`src/rtl/bus_device_port.sv`:
```
// Bus device port: a TX FIFO toward the bus arbiter and an address-filtered RX FIFO toward the local consumer.
// Latency: a word written on one edge shows up on pndng/D_pop (TX) or rx_valid/rx_data (RX) after that edge.
// Backpressure: tx_ready drops at TX full. An addressed push that arrives while RX is full and not draining is dropped and counted.

// Generic show-ahead FIFO. The caller guards the enables; occupancy tells full from empty.
// Latency: a write is visible at the head on the next cycle.
// Backpressure: none internally; wr_en must not be raised when the FIFO is full and not being read.
module bus_device_port_fifo #(
  parameter int width = 16,
  parameter int depth = 8
) (
  input  logic                         clk,
  input  logic                         reset,
  input  logic                         wr_en,
  input  logic [width-1:0]             wr_dat,
  input  logic                         rd_en,
  output logic [width-1:0]             rd_dat,
  output logic [$clog2(depth+1)-1:0]   count
);
  localparam int AW = $clog2(depth);
  localparam int CW = $clog2(depth+1);

  logic [width-1:0] mem [depth];
  logic [AW-1:0]    wr_ptr;
  logic [AW-1:0]    rd_ptr;

  // Pointers wrap naturally because depth is a power of two.
  // The count is the sole full/empty indicator.
  always_ff @(posedge clk or negedge reset) begin
    if (!reset) begin
      wr_ptr <= '0;
      rd_ptr <= '0;
      count  <= '0;
    end else begin
      if (wr_en) wr_ptr <= wr_ptr + AW'(1);
      if (rd_en) rd_ptr <= rd_ptr + AW'(1);
      case ({wr_en, rd_en})
        2'b10:   count <= count + CW'(1);
        2'b01:   count <= count - CW'(1);
        default: count <= count;
      endcase
    end
  end

  // Storage is not reset; stale contents are masked by the empty check below.
  always_ff @(posedge clk) begin
    if (wr_en) mem[wr_ptr] <= wr_dat;
  end

  // Show-ahead head word. It reads as zero while empty, so it is also zero throughout reset.
  assign rd_dat = (count != '0) ? mem[rd_ptr] : '0;
endmodule

module bus_device_port #(
  parameter int         pckg_sz   = 16,
  parameter int         depth     = 8,
  parameter logic [7:0] id        = 8'd0,
  parameter logic [7:0] broadcast = 8'hFF
) (
  input  logic                       clk,
  input  logic                       reset,
  input  logic [pckg_sz-1:0]         tx_data,
  input  logic                       tx_valid,
  output logic                       tx_ready,
  output logic                       pndng,
  output logic [pckg_sz-1:0]         D_pop,
  input  logic                       pop,
  input  logic                       push,
  input  logic [pckg_sz-1:0]         D_push,
  output logic [pckg_sz-1:0]         rx_data,
  output logic                       rx_valid,
  input  logic                       rx_ready,
  output logic [$clog2(depth+1)-1:0] tx_count,
  output logic [7:0]                 rx_drop_cnt
);
  localparam int CW = $clog2(depth+1);
  localparam logic [CW-1:0] FULL = CW'(depth);

  logic          tx_wr;
  logic          tx_rd;
  logic [CW-1:0] rx_count;
  logic [7:0]    dst;
  logic          rx_hit;
  logic          rx_full;
  logic          rx_rd;
  logic          rx_wr;
  logic          rx_drop;

  // TX side. A full FIFO refuses writes even when a pop happens in the same cycle,
  // which keeps tx_ready independent of the bus pop.
  assign tx_ready = (tx_count != FULL);
  assign pndng    = (tx_count != '0);
  assign tx_wr    = tx_valid && tx_ready;
  assign tx_rd    = pop && pndng;

  bus_device_port_fifo #(.width(pckg_sz), .depth(depth)) u_tx_fifo (
    .clk    (clk),
    .reset  (reset),
    .wr_en  (tx_wr),
    .wr_dat (tx_data),
    .rd_en  (tx_rd),
    .rd_dat (D_pop),
    .count  (tx_count)
  );

  // RX side. The destination filter runs first. A full FIFO still accepts a push
  // when the consumer drains a word in the same cycle.
  assign dst      = D_push[pckg_sz-1 -: 8];
  assign rx_hit   = push && ((dst == id) || (dst == broadcast));
  assign rx_valid = (rx_count != '0);
  assign rx_full  = (rx_count == FULL);
  assign rx_rd    = rx_valid && rx_ready;
  assign rx_wr    = rx_hit && (!rx_full || rx_rd);
  assign rx_drop  = rx_hit && rx_full && !rx_rd;

  bus_device_port_fifo #(.width(pckg_sz), .depth(depth)) u_rx_fifo (
    .clk    (clk),
    .reset  (reset),
    .wr_en  (rx_wr),
    .wr_dat (D_push),
    .rd_en  (rx_rd),
    .rd_dat (rx_data),
    .count  (rx_count)
  );

  // Count addressed packets lost to a full RX FIFO. The counter saturates at 255 rather than wrapping.
  always_ff @(posedge clk or negedge reset) begin
    if (!reset) begin
      rx_drop_cnt <= '0;
    end else if (rx_drop && (rx_drop_cnt != 8'hFF)) begin
      rx_drop_cnt <= rx_drop_cnt + 8'd1;
    end
  end
endmodule

```
`config.mk`:
```
export PLATFORM = sky130hd
export DESIGN_NAME = bus_device_port
export DESIGN_NICKNAME = d
export VERILOG_FILES = /design/src/rtl/bus_device_port.sv
export SDC_FILE = /design/constraint.sdc
export NUM_CORES = 1
export LEC_CHECK = 0
export BUFFER_PORTS_ARGS = -buffer_cell sky130_fd_sc_hd__buf_2
export CAP_MARGIN = 30
export CORE_MARGIN = 2
export CORE_UTILIZATION = 60
export CTS_CLUSTER_DIAMETER = 100
export DETAILED_ROUTE_END_ITERATION = 10
export MAX_ROUTING_LAYER = met4
export PLACE_DENSITY = 0.85
export SLEW_MARGIN = 5
export SYNTH_ARGS = -nofsm -noshare
export SYNTH_HDL_FRONTEND = slang
export SYNTH_SLANG_ARGS = --single-unit
```
`constraint.sdc`:
```
create_clock -name clk -period 4.51 [get_ports clk]
set_input_delay 0.6765 -clock clk [delete_from_list [all_inputs] [get_ports clk]]
set_output_delay 0.6765 -clock clk [all_outputs]
set_load 0.05 [all_outputs]
```
======== Word level (Yosys, flattened, before mapping) ========
Memory sizes are Yosys's and may differ from the RTL's.
Cells that the tools add are included.
storage, ports and cells
  register bits ........................... 28
  memories ................................ 2
  bits of input ports ..................... 38
  logic and storage cells ................. 51
  memory bits (writable) .................. 256
operators by class
  reduce and logical (&&, ||, !) cells .... 17
  equal/unequal tests ..................... 8
  $add $sub $neg .......................... 9
  multiplexer cells ....................... 8
memory list
  name           words  bits a word  read ports  clocked after Yosys merged registers in  wr ports  line  RTL
  u_rx_fifo.mem  8      16           1           0                                        1         23    logic [width-1:0] mem [depth];
  u_tx_fifo.mem  8      16           1           0                                        1         23
operators by type and width
  cell                                               number
  two-way mux 16 bit                                 2
  one-hot mux 4 bit (2 select lines)                 2
  adder 3 x 1 -> 3 bit (second input constant)       4
  adder 4 x 1 -> 4 bit (second input constant)       2
  adder 8 x 1 -> 8 bit (second input constant)       1
  == test 8 bit (second input constant)              1
  logical AND 1 bit                                  8
  logical NOT 8 bit                                  1
  inequality test 8 bit (second input constant)      1
  nonzero test 4 bit                                 2
  subtractor 4 x 1 -> 4 bit (second input constant)  2
  == test 2 x 1 -> 1 bit (second input constant)     2
  == test 2 bit (second input constant)              2
  == test 4 bit (second input constant)              1
  two-way mux 1 bit                                  4
  inequality test 4 bit (second input constant)      1
  nonzero test 2 bit                                 2
  logical NOT 1 bit                                  2
  logical OR 1 bit                                   2

======== Longest topological paths before layout ========
  depth after elaboration ................. 6
  mapped depth ............................ 12

======== By module ========
A second synthesis with hierarchy kept.
second synthesis, totals
  cell total of the unflattened synthesis .. 560
  area, all modules ....................... 11442.2 sq um
modules (own cells, without submodules)
  module                area an instance (sq um)  instances  seq. area each (sq um)  cells an instance
  bus_device_port_fifo  5456.5                    2          4093.9                  255
  bus_device_port       529.3                     1          200.2                   50

======== Worst setup path before layout ========
Ideal clock, no wire load.
  path type ............................... register -> register
  from .................................... register u_tx_fifo.count[0]
  to ...................................... memory u_tx_fifo.mem[0][0], enable pin
  library setup time ...................... 430 ps
  clock period less this slack ............ 3526 ps
  setup slack ............................. 984 ps
  data required time ...................... 4080 ps
  stages on the path, launching flop included .. 5
  buffers on the path ..................... 0
  arrival ................................. 3095 ps
  cells stage by stage .................... dfrtp_1 > nor3_1 > nand2_1 > nand2_1 > nor4_1
on the way
  cells in the longest elaborated chain, start to end .. 4
RTL lines
  element                                  line  RTL
  from (decl)                              18    output logic [$clog2(depth+1)-1:0] count
  from (signal assigned)                   38    2'b10: count <= count + CW'(1);
  from (signal assigned)                   39    2'b01: count <= count - CW'(1);
  from (signal assigned)                   40    default: count <= count;
  inequality test 4 bit                    91    assign tx_ready = (tx_count != FULL);
  named net tx_ready                       64    output logic tx_ready,
  logical AND 1 bit                        93    assign tx_wr = tx_valid && tx_ready;
  two-way mux 1 bit                        47    if (wr_en) mem[wr_ptr] <= wr_dat;
  two-way mux 1 bit (not written as such)  47
  to (decl)                                23
The timed path passes the listed nets, and every way through them passes these cells.

======== Worst setup path after layout ========
  from .................................... register u_tx_fifo.rd_ptr[0]
  to ...................................... output D_pop[12]
on the way
  cells in the longest elaborated chain, start to end .. 2
RTL lines
  element                 line  RTL
  from (decl)             25    logic [AW-1:0] rd_ptr;
  from (signal assigned)  36    if (rd_en) rd_ptr <= rd_ptr + AW'(1);
  memory (8 x 16 bit)     --
  two-way mux 16 bit      51    assign rd_dat = (count != '0) ? mem[rd_ptr] : '0;
  to (decl)               66    output logic [pckg_sz-1:0] D_pop,
Every way passes these cells.

==> flow_summary.ini <==
[timing]
final_hold_violation_count = 0
worst_pin_slew_ns = 0.980
setup_repair_after_global_routing_missed_its_margin = false
final_min_period_over_clock_period = 0.779
timing.fmax_mhz = 285
setup_tns_ns = 0
final_setup_violation_count = 0
timing.final.max_slew_violations = 0
finalWorstPathRequiredPeriod_ns = 3.51
finalClockSkew_ns = 0.0157
max_slew_margin = 0.345
setup_ws_ns = 0.996
hold_ws_ns = 0.145

[global_routing]
grt_overflow = 0
largest_net_degree_at_the_start_of_global_routing = 35
number_of_global_route_vias_before_repair = 6199
antenna_found_initial = 3
global_route_wire_length_before_repair_um = 35500
gr-usage-all-layers = 0.247

[place]
globalplace.congestion = 0.730
place_area_sq_um = 12200
buffer_ports.inserted = 84
setup_slack_at_placement_ns = 1.06
place_inst = 874
final_hpwl_from_detailed_placement_um = 13600

[drt]
drt_iter0_drc = 492
detail_route.drc_violations = 0
route.detailed.vias_per_inst = 6.22
finalWirelength_um = 23200
postRouteAntennaNets = 0
post_drt_wl_per_cell_um = 24.9
detail_route.first_pass.iterations = 6
detailroute.via_count = 5794

[min_path]
classification_of_the_worst_slack_hold_path = in2async

[run_status]
outcome = complete, no violations

[worst_setup_path]
critPathRequiredTime_ns = 3.83
critical_path_peak_fanout = 20
cp_startpoint_kind = flip-flop
setup.worst_path.class = reg2out
worst_r2r_path_depth = 12
end_kind = output port
cp_data_arrival_time_ns = 2.84

[floorplan]
die_w_um = 141
rows = 50
die_area_sq_um = 20000
start_util = 0.608
core_area_sq_um = 18600
die_y_um = 141
ios = 85

[logic_synthesis]
netlist_top_cells_count = edfxtp_1, mux4_2, nor2_1, mux2i_1, dfrtp_1
synth.most_common_cell = edfxtp_1
yosys_warnings = 0
yosys_register_bits = 284
synthTopCellsByArea = edfxtp_1, mux4_2, dfrtp_1
synth.net_count = 609
synth-main-ff-cell = edfxtp_1
synth.largest_area_cell = edfxtp_1
synth-seq-area-share = 0.740
count_of_different_cell_masters_after_synthesis = 40
number_of_synthesized_flops_with_an_enable_pin = 256
proportion_of_synthesized_flip_flops_having_asynchronous_set_or_reset = 0.0986
synthesis.area_sq_um = 11300
postSynthCellCount = 559
netlist.area_leader.share = 0.678
syn_avg_cell_area_sq_um = 20.3

[power_and_ir_drop]
worst_vdd_ir_uv = 633
power_per_cell_area_nw_per_um2 = 684
power_total_mw = 9.06
power.static_leakage_nw = 4.68

[cts]
cts_resized = 0
clkSlewWorstSetupHoldPaths_ns = 0.06
clk-insertion-delay-late_ns = 0.54
cts-buffers-inserted = 28
cts_hold_buf = 0
tritoncts = built
cts.htree.levels = 1
ctsLongestPathBuffers = 3
cts.root.buffer_cell = clkbuf_16
cts.sinks = 284
post_cts_setup_buffer_count = 0

[layout]
utilization = 0.710
layoutNonFillerInstCount = 932
drive_gt1_frac = 0.355
area_delta_synth_final_pct = 16.7
non_filler_cell_area_final_sq_um = 13200
fin_nets = 723

[job]
cap_viol_max_count = 0
-- worst max-delay path: stages (launching register included) --
cell,delay [ns]
dfrtp_2,0.71
buf_4,0.48
mux4_2,0.58
mux2i_1,0.21
nor2_1,0.07
buf_2,0.22
-- report_power, final --
part / switching (mW) / total [mW] / internal [mW]
Clock: 0.973 / 2.32 / 1.35
Sequential: 0.313 / 3.45 / 3.13
Combinational: 2.09 / 3.29 / 1.19
Total: 3.38 / 9.06 / 5.68
-- state kept, by name, indices dropped and copies added (netlist names) --
register / flops
u_tx_fifo.rd_ptr: 3
u_rx_fifo.count: 4
u_tx_fifo.mem: 128
rx_drop_cnt: 8
u_rx_fifo.mem: 128
u_rx_fifo.rd_ptr: 3
u_rx_fifo.wr_ptr: 3
u_tx_fifo.count: 4
u_tx_fifo.wr_ptr: 3
-- worst paths after layout --
kind / start / endpoint / slack, ns
min in group clk: D_push[0] / u_rx_fifo.mem[0][0] / 0.41
max reg2reg: u_rx_fifo.count[2] / u_rx_fifo.count[2] / 1.90
max in group asynchronous: reset / u_tx_fifo.rd_ptr[0] / 3.93
min reg2reg: rx_drop_cnt[2] / rx_drop_cnt[2] / 0.52
max: u_tx_fifo.rd_ptr[0] / D_pop[12] / 1.0
min: reset / rx_drop_cnt[2] / 0.14
-- cell usage in the layout (no fill, tap or decap), types with 2 or more instances in the layout --
cell,count
buf_2,84
inv_1,9
clkinv_2,5
nor4_4,2
clkinv_4,2
clkinvlp_4,3
nor3b_2,4
xnor2_1,15
nor2_1,38
mux2i_1,33
nand2b_1,3
a21oi_1,4
buf_4,16
mux4_2,64
clkbuf_1,3
buf_8,4
mux2_2,5
nor3_2,2
dfrtp_2,2
bufinv_16,3
ha_1,11
nor2_2,3
diode_2,3
edfxtp_1,256
dfrtp_1,26
buf_16,3
clkbuf_16,29
clkinv_1,6
nand2_1,13
nand3_1,3
nor3_4,5
o21ai_0,2
and3_1,2
nand4_1,6
xor2_1,9
nor4_2,2
-- per-layer routing --
| metal | share of wire | global-route usage | up-vias |
|---|---|---|---|
| met3 | 0.067 | 0.0385 | 45 |
| met1 | 0.38 | 0.311 | 2993 |
| met5 | 0 | - | - |
| li1 | - | - | 2482 |
| met2 | 0.53 | 0.418 | 274 |
| met4 | 0.025 | 0.0853 | 0 |
-- area by class of cell --
type | instances | area, sq um
multi-input combinational | 241 | 2890
sequential | 284 | 8390
timing repair buffer | 108 | 694
tap | 234 | 293
antenna | 3 | 7.51
clock buffer | 32 | 737
fill | 1059 | 5410
inverter | 10 | 37.5
clock inverter | 20 | 189
-- kinds of logic (layout without fill, tap and decap cells) --
| family | Yosys count | count (layout) | synth area share |
|---|---|---|---|
| muxes | 103 | 103 | 0.163 |
| adders and majority gates | 12 | 12 | 0.0139 |
| DFF | 284 | 284 | 0.740 |
| and+or+nand+nor | 92 | 92 | 0.0448 |
| buffers and inverters | 34 | 170 | 0.0125 |
| xor gates and xnor gates | 24 | 24 | 0.0185 |
| other | 0 | 3 | 0 |
| AOI/OAI and AO/OA | 10 | 10 | 0.00806 |
No activity file was read; power rests on OpenSTA's default activity.
